### src/rtl/sfx_scheduler_pkg.sv
// ---------------------------------------------------------------------------
// sfx_pkg: shared types and constants for the sound-effect scheduler.
//   sfx_state_t  : scheduler FSM states (IDLE, MUSIC, PLAY, GAP)
//   SFX_SHOT..SFX_MARCH : requester indices (0 = highest priority)
//   SFX_N_REQ, SFX_PERIOD_W, SFX_DUR_W : default geometry
// ---------------------------------------------------------------------------
package sfx_pkg;

  typedef enum logic [1:0] {
    IDLE  = 2'd0,
    MUSIC = 2'd1,
    PLAY  = 2'd2,
    GAP   = 2'd3
  } sfx_state_t;

  localparam int SFX_SHOT     = 0;
  localparam int SFX_HIT      = 1;
  localparam int SFX_DEATH    = 2;
  localparam int SFX_MARCH    = 3;

  localparam int SFX_N_REQ    = 4;
  localparam int SFX_PERIOD_W = 18;
  localparam int SFX_DUR_W    = 12;

endpackage

### src/rtl/sfx_scheduler_if.sv
// ---------------------------------------------------------------------------
// sfx_scheduler_if: request/tone bus between game logic and the scheduler.
//   master (game logic side): drives sfx_req, sfx_period, sfx_dur,
//                             music_en, music_period
//   slave  (scheduler side) : drives sfx_grant, sfx_active, tone_period,
//                             tone_en, tone_load
// ---------------------------------------------------------------------------
interface sfx_scheduler_if #(
  parameter int N_REQ    = 4,
  parameter int PERIOD_W = 18,
  parameter int DUR_W    = 12
);

  logic [N_REQ-1:0]          sfx_req;
  logic [N_REQ*PERIOD_W-1:0] sfx_period;
  logic [N_REQ*DUR_W-1:0]    sfx_dur;
  logic                      music_en;
  logic [PERIOD_W-1:0]       music_period;

  logic [N_REQ-1:0]          sfx_grant;
  logic [N_REQ-1:0]          sfx_active;
  logic [PERIOD_W-1:0]       tone_period;
  logic                      tone_en;
  logic                      tone_load;

  modport master (
    output sfx_req, sfx_period, sfx_dur, music_en, music_period,
    input  sfx_grant, sfx_active, tone_period, tone_en, tone_load
  );

  modport slave (
    input  sfx_req, sfx_period, sfx_dur, music_en, music_period,
    output sfx_grant, sfx_active, tone_period, tone_en, tone_load
  );

endinterface

### src/rtl/sfx_tick_gen.sv
// ---------------------------------------------------------------------------
// sfx_tick_gen: free-running prescaler, one-cycle tick every TICK_DIV clocks.
//   clk   in  system clock
//   reset in  asynchronous active-high reset (counter to 0)
//   tick  out high for one cycle every TICK_DIV cycles
// ---------------------------------------------------------------------------
module sfx_tick_gen #(
  parameter int TICK_DIV = 50000
) (
  input  logic clk,
  input  logic reset,
  output logic tick
);

  localparam int CNT_W = (TICK_DIV > 2) ? $clog2(TICK_DIV) : 1;

  logic [CNT_W-1:0] cnt_q;
  logic [CNT_W-1:0] cnt_d;
  logic             wrap_s;

  assign wrap_s = (cnt_q == CNT_W'(TICK_DIV - 1));
  assign tick   = wrap_s;

  // next prescaler value: wrap to zero on the last count
  always_comb begin
    if (wrap_s) begin
      cnt_d = '0;
    end else begin
      cnt_d = cnt_q + CNT_W'(1);
    end
  end

  // prescaler register
  always_ff @(posedge clk or posedge reset) begin
    if (reset) begin
      cnt_q <= '0;
    end else begin
      cnt_q <= cnt_d;
    end
  end

endmodule

### src/rtl/sfx_scheduler.sv
// ---------------------------------------------------------------------------
// sfx_scheduler: shares one tone generator between prioritised sound effects
// and a background music tone.
//   clk, reset : 50 MHz clock, asynchronous active-high reset
//   bus (slave): sfx_req/sfx_period/sfx_dur/music_en/music_period in,
//                sfx_grant/sfx_active/tone_period/tone_en/tone_load out
// Build option: define SFX_PREEMPT_EN to let a higher-priority request cut
// the playing effect short (no gap, the preempted effect is dropped).
// ---------------------------------------------------------------------------
module sfx_scheduler
  import sfx_pkg::*;
#(
  parameter int N_REQ     = SFX_N_REQ,
  parameter int PERIOD_W  = SFX_PERIOD_W,
  parameter int DUR_W     = SFX_DUR_W,
  parameter int TICK_DIV  = 50000,
  parameter int GAP_TICKS = 2
) (
  input  logic              clk,
  input  logic              reset,
  sfx_scheduler_if.slave    bus
);

`ifdef SFX_PREEMPT_EN
  localparam bit PREEMPT = 1'b1;
`else
  localparam bit PREEMPT = 1'b0;
`endif

  localparam int IDX_W = (N_REQ > 1) ? $clog2(N_REQ) : 1;
  localparam int GAP_W = (GAP_TICKS > 1) ? $clog2(GAP_TICKS + 1) : 1;

  sfx_state_t          state_q;
  logic [N_REQ-1:0]    pending_q, pending_d;
  logic [IDX_W-1:0]    cur_q;
  logic [DUR_W-1:0]    remaining_q;
  logic [GAP_W-1:0]    gap_q;
  logic [N_REQ-1:0]    grant_q, active_q;
  logic [PERIOD_W-1:0] tone_period_q;
  logic                tone_en_q, tone_load_q;

  logic                tick_s, any_pend_s, grant_ok_s, gap_last_s, music_start_s;
  logic [IDX_W-1:0]    pri_idx_s, grant_idx_s;
  logic [N_REQ-1:0]    grant_oh_s;
  logic [PERIOD_W-1:0] period_sel_s;
  logic [DUR_W-1:0]    dur_sel_s;

  sfx_tick_gen #(.TICK_DIV(TICK_DIV)) u_tick (
    .clk   (clk),
    .reset (reset),
    .tick  (tick_s)
  );

  assign bus.sfx_grant   = grant_q;
  assign bus.sfx_active  = active_q;
  assign bus.tone_period = tone_period_q;
  assign bus.tone_en     = tone_en_q;
  assign bus.tone_load   = tone_load_q;

  // priority encoder, grant selection and pending-register next state
  always_comb begin
    pri_idx_s = '0;
    for (int i = N_REQ - 1; i >= 0; i--) begin
      if (pending_q[i]) begin
        pri_idx_s = IDX_W'(i);
      end
    end
    any_pend_s  = |pending_q;
    gap_last_s  = (gap_q <= GAP_W'(1));
    grant_ok_s  = 1'b0;
    grant_idx_s = pri_idx_s;
    case (state_q)
      IDLE, MUSIC: grant_ok_s = any_pend_s;
      // the last gap tick doubles as the IDLE decision cycle
      GAP:         grant_ok_s = tick_s && gap_last_s && any_pend_s;
      PLAY: begin
        if (PREEMPT && any_pend_s && (pri_idx_s < cur_q)) begin
          grant_ok_s = 1'b1;
        end else if (pending_q[cur_q]) begin
          grant_ok_s  = 1'b1;
          grant_idx_s = cur_q;
        end else begin
          grant_ok_s = 1'b0;
        end
      end
      default:     grant_ok_s = 1'b0;
    endcase
    grant_oh_s    = N_REQ'(1) << grant_idx_s;
    period_sel_s  = bus.sfx_period[int'(grant_idx_s) * PERIOD_W +: PERIOD_W];
    dur_sel_s     = bus.sfx_dur[int'(grant_idx_s) * DUR_W +: DUR_W];
    music_start_s = !grant_ok_s && bus.music_en &&
                    ((state_q == IDLE) || ((state_q == GAP) && tick_s && gap_last_s));
    if (grant_ok_s) begin
      pending_d = (pending_q | bus.sfx_req) & ~grant_oh_s;
    end else begin
      pending_d = pending_q | bus.sfx_req;
    end
  end

  // scheduler FSM with registered outputs
  always_ff @(posedge clk or posedge reset) begin
    if (reset) begin
      state_q       <= IDLE;
      pending_q     <= '0;
      cur_q         <= '0;
      remaining_q   <= '0;
      gap_q         <= '0;
      grant_q       <= '0;
      active_q      <= '0;
      tone_period_q <= '0;
      tone_en_q     <= 1'b0;
      tone_load_q   <= 1'b0;
    end else begin
      pending_q   <= pending_d;
      grant_q     <= grant_ok_s ? grant_oh_s : '0;
      tone_load_q <= 1'b0;
      if (grant_ok_s && (dur_sel_s != '0)) begin
        state_q       <= PLAY;
        cur_q         <= grant_idx_s;
        remaining_q   <= dur_sel_s;
        tone_period_q <= period_sel_s;
        tone_load_q   <= 1'b1;
        tone_en_q     <= 1'b1;
        active_q      <= grant_oh_s;
      end else if (music_start_s) begin
        state_q       <= MUSIC;
        tone_en_q     <= 1'b1;
        tone_period_q <= bus.music_period;
        tone_load_q   <= (bus.music_period != tone_period_q);
      end else begin
        // zero-duration grants also land here: pulse only, state kept
        case (state_q)
          IDLE: begin
            state_q <= IDLE;
          end
          MUSIC: begin
            if (!bus.music_en) begin
              state_q   <= IDLE;
              tone_en_q <= 1'b0;
            end else begin
              // tone_period_q is the registered copy of music_period
              tone_period_q <= bus.music_period;
              tone_load_q   <= (bus.music_period != tone_period_q);
            end
          end
          PLAY: begin
            if (tick_s) begin
              if (remaining_q == DUR_W'(1)) begin
                active_q  <= '0;
                tone_en_q <= 1'b0;
                if (GAP_TICKS != 0) begin
                  state_q <= GAP;
                  gap_q   <= GAP_W'(GAP_TICKS);
                end else begin
                  state_q <= IDLE;
                end
              end else begin
                remaining_q <= remaining_q - DUR_W'(1);
              end
            end
          end
          GAP: begin
            if (tick_s) begin
              if (gap_last_s) begin
                state_q <= IDLE;
              end else begin
                gap_q <= gap_q - GAP_W'(1);
              end
            end
          end
          default: begin
            state_q   <= IDLE;
            tone_en_q <= 1'b0;
            active_q  <= '0;
          end
        endcase
      end
    end
  end

endmodule
### src/flat_wrapper.sv
// flat-port wrapper written by rule: the top's interface ports become plain ports
module sfx_scheduler_flat import sfx_pkg::*;
#(
  parameter int N_REQ     = SFX_N_REQ,
  parameter int PERIOD_W  = SFX_PERIOD_W,
  parameter int DUR_W     = SFX_DUR_W,
  parameter int TICK_DIV  = 50000,
  parameter int GAP_TICKS = 2
)
  (clk, reset, bus_sfx_req, bus_sfx_period, bus_sfx_dur, bus_music_en, bus_music_period, bus_sfx_grant, bus_sfx_active, bus_tone_period, bus_tone_en, bus_tone_load);
  sfx_scheduler_if #(.N_REQ(N_REQ), .PERIOD_W(PERIOD_W), .DUR_W(DUR_W)) bus_i ();
  input  logic clk;
  input  logic reset;
  input wire logic [$bits(bus_i.sfx_req)-1:0] bus_sfx_req;
  input wire logic [$bits(bus_i.sfx_period)-1:0] bus_sfx_period;
  input wire logic [$bits(bus_i.sfx_dur)-1:0] bus_sfx_dur;
  input wire logic [$bits(bus_i.music_en)-1:0] bus_music_en;
  input wire logic [$bits(bus_i.music_period)-1:0] bus_music_period;
  output wire logic [$bits(bus_i.sfx_grant)-1:0] bus_sfx_grant;
  output wire logic [$bits(bus_i.sfx_active)-1:0] bus_sfx_active;
  output wire logic [$bits(bus_i.tone_period)-1:0] bus_tone_period;
  output wire logic [$bits(bus_i.tone_en)-1:0] bus_tone_en;
  output wire logic [$bits(bus_i.tone_load)-1:0] bus_tone_load;
  assign bus_i.sfx_req = bus_sfx_req;
  assign bus_i.sfx_period = bus_sfx_period;
  assign bus_i.sfx_dur = bus_sfx_dur;
  assign bus_i.music_en = bus_music_en;
  assign bus_i.music_period = bus_music_period;
  assign bus_sfx_grant = bus_i.sfx_grant;
  assign bus_sfx_active = bus_i.sfx_active;
  assign bus_tone_period = bus_i.tone_period;
  assign bus_tone_en = bus_i.tone_en;
  assign bus_tone_load = bus_i.tone_load;
  sfx_scheduler #(.N_REQ(N_REQ), .PERIOD_W(PERIOD_W), .DUR_W(DUR_W), .TICK_DIV(TICK_DIV), .GAP_TICKS(GAP_TICKS)) u_core (.clk(clk), .reset(reset), .bus(bus_i));
endmodule
### config.mk
export PLATFORM = sky130hd
export DESIGN_NAME = sfx_scheduler_flat
export DESIGN_NICKNAME = d
export VERILOG_FILES = /design/src/rtl/sfx_scheduler_pkg.sv /design/src/rtl/sfx_scheduler_if.sv /design/src/rtl/sfx_tick_gen.sv /design/src/rtl/sfx_scheduler.sv /design/src/flat_wrapper.sv
export SDC_FILE = /design/constraint.sdc
export NUM_CORES = 1
export LEC_CHECK = 0
export CAP_MARGIN = 20
export CORE_MARGIN = 2
export CORE_UTILIZATION = 46
export CTS_BUF_LIST = sky130_fd_sc_hd__clkbuf_4 sky130_fd_sc_hd__clkbuf_8 sky130_fd_sc_hd__clkbuf_16
export DETAILED_ROUTE_END_ITERATION = 8
export PLACE_DENSITY = 0.82
export REMOVE_ABC_BUFFERS = 1
export SLEW_MARGIN = 20
export SYNTH_ARGS = -nofsm -noshare
export SYNTH_HDL_FRONTEND = slang
export SYNTH_SLANG_ARGS = --single-unit
### constraint.sdc
create_clock -name clk -period 3.95 [get_ports clk]
set_input_delay 0.79 -clock clk [delete_from_list [all_inputs] [get_ports clk]]
set_output_delay 0.79 -clock clk [all_outputs]
set_load 0.005 [all_outputs]
==> results of run 1 <==
metal layers:
layer	vias up	global-route usage (%)
li1	2392	-
met3	25	7.97
met2	192	47.8
met4	0	10.2
met1	2373	29.8
met5	-	0
cells in the mapped netlist, drive strengths merged, types with 4 or more instances:
cell | number | share of area (%)
nor2 | 42 | 3.4
mux2i | 55 | 12
a21oi | 7 | 0.81
mux2 | 4 | 0.94
clkbuf | 17 | 1.3
o21ai | 18 | 1.9
nor3 | 4 | 0.42
xor2 | 26 | 4.7
ha | 8 | 2.1
o211ai | 6 | 1.0
or4 | 5 | 0.78
buf | 14 | 2.1
o22ai | 5 | 0.65
and3 | 5 | 0.65
nand3 | 67 | 7.0
inv | 11 | 0.86
nor4 | 8 | 1.0
xnor2 | 16 | 2.9
nand4 | 10 | 1.3
nand2 | 157 | 12
dfrtp | 66 | 34
cell families after synthesis:
kind of cell,count (synthesis)
adder cells (fa/ha/maj),8
multiplexers,60
XOR/XNOR,42
buffers and inverters,42
AO/OA/AOI/OAI,58
flip-flops,66
AND/OR/NAND/NOR,318
cells in the final DEF (no fill, tap or decap), types with 3 or more instances in the layout:
cell type        instances
nor2_1                  41
o211ai_1                 5
and3_1                   5
nand4_1                 10
nor4bb_1                 3
ha_1                     8
nor4_1                   8
nand2_1                156
dfrtp_1                 66
inv_1                   10
o22ai_1                  5
mux2i_1                 54
o21ai_0                 12
xor2_1                  26
or4_1                    5
clkdlybuf4s50_1        172
and2_1                   3
a21oi_1                  6
xnor2_1                 16
clkbuf_8                11
o21ai_1                  5
nand3_1                 67
buf_4                   10
nor3_1                   4
and4_1                   3
through the flow:
| step | hold WS [ns] | util [%] | worst slack (ns) | setup TNS [ns] | area [µm²] |
|---|---|---|---|---|---|
| final | 0.468 | 67.0 | 0.442 | 0 | 6850 |
| after global routing | 0.484 | 67.0 | 0.135 | 0 | 6850 |
| after CTS | 0.469 | 67.0 | 0.465 | 0 | 6850 |
| after detailed placement | 0.459 | 65.0 | 0.495 | 0 | 6650 |
| after global placement | 0.454 | 65.0 | 0.719 | 0 | 6650 |
| after floorplan | 0.433 | - | -2.13 | -75.96 | 4650 |
area by class of cell:
cell class | count | area, µm² | share of cell area (%)
Multi-Input combinational cell | 486 | 2990 | 43.6
Sequential cell | 66 | 1650 | 24.1
Timing Repair Buffer | 182 | 1800 | 26.2
Tap cell | 136 | 170 | 2.48
Clock buffer | 11 | 151 | 2.21
Clock inverter | 4 | 51.3 | 0.749
Inverter | 11 | 41.3 | 0.603
power by group:
part | switching [µW] | internal [µW] | total, µW | leakage [µW]
logic | 1720 | 1330 | 3040 | 0.00218
registers | 232 | 925 | 1160 | 0.000792
clock network | 268 | 322 | 590 | 0.000101
total | 2210 | 2570 | 4790 | 0.00307
registers in the layout (all words and copies together), names as in the netlist:
register,flops
u_core.bus.tone_period,18
u_core.u_tick.cnt_q,16
u_core.remaining_q,12
u_core.bus.sfx_active,4
u_core.bus.sfx_grant,4
u_core.pending_q,4
u_core.cur_q,2
u_core.gap_q,2
u_core.state_q,2
u_core.bus.tone_en,1
u_core.bus.tone_load,1
path summary, 6_finish.rpt:
| path | start | to | slack [ns] |
|---|---|---|---|
| max reg2reg | u_core.state_q[0] | u_core.bus.tone_period[7] | 0.44 |
| min in group asynchronous | reset | u_core.bus.sfx_active[3] | 1.01 |
| min | u_core.u_tick.cnt_q[0] | u_core.u_tick.cnt_q[0] | 0.47 |
| max in group asynchronous | reset | u_core.bus.tone_period[4] | 2.39 |
| max | u_core.state_q[0] | u_core.bus.tone_period[7] | 0.44 |
| min reg2reg | u_core.u_tick.cnt_q[0] | u_core.u_tick.cnt_q[0] | 0.47 |
==> impl_metrics.ini, run 1 <==
[outcome]
status = finished, final reports clean

[worst_setup_path]
worstPathRequired_ns = 4.22
cp.buffers_inverters = 2
r2r_cells = 10
slowest_stage = o32ai_4
path_class = register to register
path_max_fanout = 21
critPathTopFamily = multiplexers
start_kind = register
end_kind = register
arrival_ns = 3.78
max_stage_delay_ns = 0.58
crit_chain = inv_1 -> ha_1 -> nand2_1 -> o32ai_4 -> mux2i_1 -> mux2i_1 -> nor2_1 -> a21oi_4 -> buf_4 -> mux2i_1
crit_cells = 10
cpMostUsedCell = mux2i_1

[cts]
numCtsBuffers = 9
clock-root-buffer = clkbuf_8
cts_tree = yes
cts_buffer_depth = 2
ctsResizeCount = 0
h-tree-depth = 3
holdBufCountCts = 0
post_cts_buffers = 0
clkTransAtPathRegs_ns = 0.08
clkSinkCount = 66
clk_latency_ns = 0.35

[sta]
fin_skew_ns = 0.00867
slew_violations = 0
worst_pin_slew_ns = 0.947
setup_viol = 0
hold_viol = 0
max_freq_ghz = 0.285
min_period_over_period_pct = 88.8
slew_headroom_pct = 36.9
rsz0062_at_grt = no
fin_crit_ns = 3.51

[floorplan]
fp.dieH_um = 106
start_util_pct = 47.1
die_w_um = 106
coreArea_mm2 = 0.0102
rows = 37
ios = 173
die_area_mm2 = 0.0113

[yosys]
syn_inst = 594
synthMuxAreaShare_pct = 12.9
yosys_warnings = 0
ys_seq_area_share_pct = 34.3
synth_edf_count = 0
synth_top_family_by_area = simple AND/OR/NAND/NOR gates
synthXorXnorAreaFrac_pct = 7.64
synthFlopType = dfrtp_1
async_flop_share_pct = 100
yosysUniqueCellTypes = 62
syn_avg_cell_area_um2 = 8.11
synthAdderAreaFrac_pct = 2.08
synth_compound_area_share_pct = 8.60
synth-seq-cells = 66
yosys.area_share.simple_pct = 30.2
synth_area_mm2 = 0.00482

[drt]
route.detailed.wl_per_inst_um = 16.8
viasPerCell = 5.56
ant_nets = 0
top_layer = met4
met3_length_um = 1140
drt_pass1_iterations = 5
drc = 0
vias = 4982
routed_wl_um = 15000
wl_met2_um = 7710
wl_met1_um = 5880
first_iter_violations = 372

[final_layout]
fill_cells = 835
layout-drive-gt1-share_pct = 5.39
nets = 909
n_antenna_cell = 0
area_growth_pct = 42.3
stdcell_count = 896

[hold_path]
min_path_type = register to register
hold_depth = 1

[power]
leakage_uw = 0.00307
p_per_area_mw_per_mm2 = 699
peakVddDrop_mv = 0.345
fin_total_pwr_uw = 4790

[global_route]
grt_pass1_vias = 5175
grt_max_degree = 67
grt_overflow = 0
grt_pass1_wl_um = 24100
grt_usage_pct = 26.7
antenna_found_initial = 0

[placed_design]
hpwl_um = 11600
post-place-cells = 881
place.gp.congestion = 0.855
io_buffers = 172

[run]
cap_violations = 0
Note: power is estimated with default switching activity, not from simulation.
==> inputs of run 2 (changes only) <==
--- a/config.mk
+++ b/config.mk
@@ -7,10 +7,10 @@
 export LEC_CHECK = 0
 export CAP_MARGIN = 20
 export CORE_MARGIN = 2
-export CORE_UTILIZATION = 46
+export CORE_UTILIZATION = 49
 export CTS_BUF_LIST = sky130_fd_sc_hd__clkbuf_4 sky130_fd_sc_hd__clkbuf_8 sky130_fd_sc_hd__clkbuf_16
 export DETAILED_ROUTE_END_ITERATION = 8
-export PLACE_DENSITY = 0.82
+export PLACE_DENSITY = 0.87
 export REMOVE_ABC_BUFFERS = 1
 export SLEW_MARGIN = 20
 export SYNTH_ARGS = -nofsm -noshare
==> constraint.sdc (replaced) <==
create_clock -name clk -period 4.45 [get_ports clk]
set_input_delay 0.89 -clock clk [delete_from_list [all_inputs] [get_ports clk]]
set_output_delay 0.89 -clock clk [all_outputs]
set_load 0.005 [all_outputs]
==> run 2 against run 1 <==
Against the previous run: sequential power shrank 11%; first-iteration DRC count fell by 21%; sequential cell count stayed put; routed wire length up 1.6%; total power is 7.6% lower; count of clock-buffer cells in the layout is 1 lower; sequential share of layout area is 0.24 points lower; core utilization up 4.8 points; non-clock buffer count unchanged; cell count is 0.22% lower; critical endpoint is now u_core.bus.tone_period[3].
==> impl_metrics.ini, run 2 (synthesized netlist as in run 1, its figures left out) <==
[power]
p_per_area_mw_per_mm2 = 639
peakVddDrop_mv = 0.438
leakage_uw = 0.00311

[drt]
drt_pass1_iterations = 7
first_iter_violations = 294
routed_wl_um = 15300
ant_nets = 0
route.detailed.wl_per_inst_um = 17.1
viasPerCell = 5.69
vias = 5088
drc = 0

[sta]
max_freq_ghz = 0.269
slew_headroom_pct = 41.3
whs_ns = 0.470
fin_setup_tns_ns = 0
worst_pin_slew_ns = 0.872
setup_viol = 0
fin_crit_ns = 3.71
slew_violations = 0
rsz0062_at_grt = no
hold_viol = 0
min_period_over_period_pct = 83.4
fin_skew_ns = 0.0121

[worst_setup_path]
cp-startpoint = u_core.state_q[0]
start_kind = register
crit_chain = inv_1 -> ha_1 -> nand2_1 -> a32oi_1 -> nand2_2 -> mux2i_1 -> nor2_1 -> a21oi_4 -> buf_4 -> mux2i_1
cpMostUsedCell = mux2i_1
path_class = register to register
end_kind = register
worstPathRequired_ns = 4.72
arrival_ns = 3.98
path_max_fanout = 19
slowest_stage = a21oi_4
max_stage_delay_ns = 0.59
r2r-start = u_core.state_q[0]

[cts]
clkSinkCount = 66
cts_tree = yes
clock-root-buffer = clkbuf_8
holdBufCountCts = 0
clkTransAtPathRegs_ns = 0.07
cts_buffer_depth = 2
clk_latency_ns = 0.36
h-tree-depth = 3
numCtsBuffers = 9
ctsResizeCount = 0
post_cts_buffers = 0

[final_layout]
layout-drive-gt1-share_pct = 5.52
largest_reg_flops = 18
nets = 909
layout_commonest_cell = clkdlybuf4s50_1
area_growth_pct = 43.7
layout_common_cells = clkdlybuf4s50_1 (172), nand2_1 (156), nand3_1 (67), dfrtp_1 (66), mux2i_1 (54)
n_antenna_cell = 0

[run]
cap_violations = 0

[floorplan]
die_area_mm2 = 0.0106
ios = 173
die_w_um = 103
rows = 36
coreArea_mm2 = 0.00964
start_util_pct = 50.0
fp.dieH_um = 103

[global_route]
grt_overflow = 0
antenna_found_initial = 0
grt_max_degree = 48
grt_usage_pct = 28.4
grt_pass1_wl_um = 23400
grt_pass1_vias = 4935

[outcome]
status = finished, final reports clean

[hold_path]
hold_start = u_core.u_tick.cnt_q[0]
min_path_type = register to register

[placed_design]
place.gp.congestion = 0.887
hpwl_um = 12100
io_buffers = 172
run 2: per-layer routing:
| layer | wire (µm) | GRT usage [%] | vias up |
|---|---|---|---|
| li1 | - | - | 2391 |
| met1 | 5690 | 30.5 | 2420 |
| met2 | 8190 | 54.4 | 233 |
| met3 | 1040 | 6.10 | 44 |
| met4 | 352 | 9.82 | 0 |
| met5 | 0 | 0 | - |
run 2: where the power goes:
group / internal, µW / switching (µW) / total, µW
Clock: 446 / 244 / 690
Combinational: 1170 / 1530 / 2700
Sequential: 820 / 212 / 1030
Total: 2440 / 1980 / 4420
run 2: cell type report:
| type | count | area, µm² |
|---|---|---|
| clock inverters | 6 | 138 |
| flip-flops and latches | 66 | 1650 |
| repair buffers | 182 | 1800 |
| clock buffers | 10 | 138 |
| well taps | 133 | 166 |
| multi-input cells | 486 | 2990 |
| inverters | 11 | 41.3 |
| fillers | 732 | 2720 |
run 2: worst paths after layout:
check / end / slack, ns / cells after the start
max reg2reg: u_core.bus.tone_period[3] / 0.74 / 10
min in group asynchronous: u_core.u_tick.cnt_q[15] / 1.01 / 2
min: u_core.u_tick.cnt_q[0] / 0.47 / 1
max: u_core.bus.tone_period[3] / 0.74 / 10
min reg2reg: u_core.u_tick.cnt_q[0] / 0.47 / 1
max in group asynchronous: u_core.bus.tone_period[4] / 2.55 / 3
run 2: critical path, delay by kind of cell, from the launching register on:
family,cells,cell delay (ns)
compound gates,2,1.09
simple gates,3,0.61
mux,2,0.59
buf+inv,2,0.45
fa+ha+maj,1,0.44
flops,1,0.42
run 2: per-stage QoR:
| step | std cells | worst slack [ns] | cell area (µm²) | power (µW) | utilization [%] |
|---|---|---|---|---|---|
| after floorplan | 563 | -1.63 | 4650 | 2740 | - |
| after global placement | 878 | 0.998 | 6650 | 3610 | 69.0 |
| after detailed placement | 878 | 0.850 | 6650 | 3710 | 69.0 |
| after CTS | 894 | 0.800 | 6920 | 4410 | 71.8 |
| after global routing | 894 | 0.486 | 6920 | 4730 | 71.8 |
| final | 894 | 0.739 | 6920 | 4420 | 71.8 |
==> inputs of run 3 (changes only) <==
--- a/config.mk
+++ b/config.mk
@@ -7,10 +7,10 @@
 export LEC_CHECK = 0
 export CAP_MARGIN = 20
 export CORE_MARGIN = 2
-export CORE_UTILIZATION = 49
+export CORE_UTILIZATION = 46
 export CTS_BUF_LIST = sky130_fd_sc_hd__clkbuf_4 sky130_fd_sc_hd__clkbuf_8 sky130_fd_sc_hd__clkbuf_16
 export DETAILED_ROUTE_END_ITERATION = 8
-export PLACE_DENSITY = 0.87
+export PLACE_DENSITY = 0.82
 export REMOVE_ABC_BUFFERS = 1
 export SLEW_MARGIN = 20
 export SYNTH_ARGS = -nofsm -noshare
==> constraint.sdc (replaced) <==
create_clock -name clk -period 3.45 [get_ports clk]
set_input_delay 0.69 -clock clk [delete_from_list [all_inputs] [get_ports clk]]
set_output_delay 0.69 -clock clk [all_outputs]
set_load 0.005 [all_outputs]
==> run 3 against run 2 <==
Against the previous run: global-route usage down 1.1 points; first-iteration DRC count grew 54%; critical path type unchanged; highest routed layer unchanged; worst hold slack lost 0.0022 ns; total power increased by 28%; die area rose by 6.3%; clock skew grew 0.0035 ns; sequential share of layout area shrank 0.12 points; cell count rose by 1.6%; clock power is 3% higher.
==> impl_metrics.ini, run 3 (synthesized netlist as in run 1, its figures left out) <==
[outcome]
status = finished, final reports clean

[drt]
viasPerCell = 5.58
route.detailed.wl_per_inst_um = 17.2
ant_nets = 0
vias = 5071
drt_pass1_iterations = 5
first_iter_violations = 454
routed_wl_um = 15600
drc = 0

[final_layout]
postLayoutCellArea_mm2 = 0.00696
layout_commonest_cell = clkdlybuf4s50_1
layout-drive-gt1-share_pct = 6.87
seq_area_mm2 = 0.00165
multiInputGateArea_mm2 = 0.00300
n_antenna_cell = 0
nets = 920
largest_reg_flops = 18
area_growth_pct = 44.5
fill_cells = 830
layout_common_cells = clkdlybuf4s50_1 (172), nand2_1 (156), nand3_1 (67), dfrtp_1 (66), mux2i_1 (54)

[worst_setup_path]
r2r-end = u_core.bus.tone_period[11]
path_class = register to register
end_kind = register
reg2reg_setup_slack_ns = 0.20
max_stage_delay_ns = 0.48
slowest_stage = a21oi_4
cpMostUsedCell = mux2i_1
crit_chain = inv_1 -> ha_1 -> nand2_1 -> o32ai_4 -> buf_4 -> mux2i_1 -> mux2i_1 -> nor2_1 -> a21oi_4 -> buf_4 -> mux2i_1
path_max_fanout = 16
arrival_ns = 3.55
start_kind = register
r2r_cells = 11
worstPathRequired_ns = 3.74
r2r-start = u_core.state_q[0]

[run]
cap_violations = 0

[power]
switching_share_pct = 46.2
seqPwrFrac_pct = 23.4
p_int_uw = 3060
p_per_area_mw_per_mm2 = 816
p_comb_share_pct = 64.1
switchingPower_uw = 2620
leakage_uw = 0.00313
power.share.clock_pct = 12.5
fin_total_pwr_uw = 5680
peakVddDrop_mv = 0.463

[global_route]
grt_overflow = 0
grt_max_degree = 45
grt_pass1_wl_um = 24300
grt_usage_pct = 27.2
grt_pass1_vias = 5094
antenna_found_initial = 0

[cts]
cts_buffer_depth = 2
clock-root-buffer = clkbuf_8
cts_tree = yes
clkSinkCount = 66
numCtsBuffers = 9
h-tree-depth = 3
clk_latency_ns = 0.37
clkTransAtPathRegs_ns = 0.08
ctsResizeCount = 0

[floorplan]
ios = 173
die_area_mm2 = 0.0113
fp.dieH_um = 106
die_w_um = 106
start_util_pct = 47.1
rows = 37
coreArea_mm2 = 0.0102

[hold_path]
min_path_type = register to register
whs_endpoint = u_core.u_tick.cnt_q[0]
hold_depth = 1
hold_start = u_core.u_tick.cnt_q[0]

[placed_design]
place.gp.congestion = 0.839
placedInstanceArea_mm2 = 0.00674
preCtsSetupSlack_ns = 0.0385
hpwl_um = 12000
io_buffers = 172

[sta]
whs_ns = 0.467
min_period_over_period_pct = 94.3
slew_violations = 0
fin_crit_ns = 3.25
fin_skew_ns = 0.0156
slew_headroom_pct = 51.2
max_freq_ghz = 0.307
fin_setup_tns_ns = 0
worst_pin_slew_ns = 0.730
worst_slack_ns = 0.197
setup_viol = 0
hold_viol = 0
## run 3: cell count changes in the layout (fill, tap and decap cells not counted), moves of 2 or more
| cell | previous run | this run |
|---|---|---|
| bufinv_16 | 4 | 1 |
| inv_6 | 0 | 2 |
| clkinv_4 | 2 | 0 |
| buf_4 | 10 | 19 |
## run 3: worst max-delay path, delay by kind of cell (launching register included)
kind / cells / cell delay [ns]
AND/OR/NAND/NOR: 2 / 0.37
flip-flops: 1 / 0.42
multiplexers: 3 / 0.52
AO/OA/AOI/OAI: 2 / 0.90
adder cells (fa/ha/maj): 1 / 0.21
buffers and inverters: 3 / 0.75
## run 3: worst max-delay path by stage
stage,slack (ns),cells after the start,to,startpoint
floorplan,-2.63,5,u_core.cur_q[1],u_core.pending_q[1]
CTS,0.03,10,u_core.bus.tone_period[11],u_core.state_q[0]
finish,0.20,11,u_core.bus.tone_period[11],u_core.state_q[0]
global placement,0.25,10,u_core.bus.tone_period[4],u_core.state_q[0]
detailed placement,0.04,10,u_core.bus.tone_period[11],u_core.state_q[0]
global route,-0.002,10,u_core.bus.tone_period[11],u_core.state_q[0]
## run 3: power groups by stage
stage	combinational, µW	sequential (µW)	clock, µW
6_report	3640	1330	708
5_1_grt	3970	1370	743
4_1_cts	3610	1330	719
3_5_place_dp	3590	1330	0
3_3_place_gp	3450	1320	0
2_1_floorplan	2250	1280	0
## run 3: per-stage QoR
step,cells,util (%)
6_report,908,68.0
5_1_grt,908,68.0
4_1_cts,907,67.9
3_5_place_dp,891,65.9
3_3_place_gp,891,65.9
2_1_floorplan,563,-
## run 3: final cells by class
| class | count | area share (%) |
|---|---|---|
| inverters | 11 | 0.593 |
| repair buffers | 192 | 27.1 |
| multi-input cells | 487 | 43.1 |
| clock buffers | 11 | 2.18 |
| well taps | 136 | 2.45 |
| flip-flops and latches | 66 | 23.7 |
| clock inverters | 5 | 0.863 |
## run 3: timing repair
item / 4_1_cts / 5_1_grt
buffers inserted: 0 / 0
endpoints found under the hold margin: 0 / 0
setup endpoints to repair: 0 / 16
hold buffers: 0 / 0
## run 3: metal layers
layer | track usage [%] | up-vias | wire [µm]
met5 | 0 | - | 0
met4 | 11.7 | 0 | 431
met3 | 9.14 | 36 | 1280
met2 | 48.6 | 203 | 8040
met1 | 29.2 | 2415 | 5870
li1 | - | 2417 | -
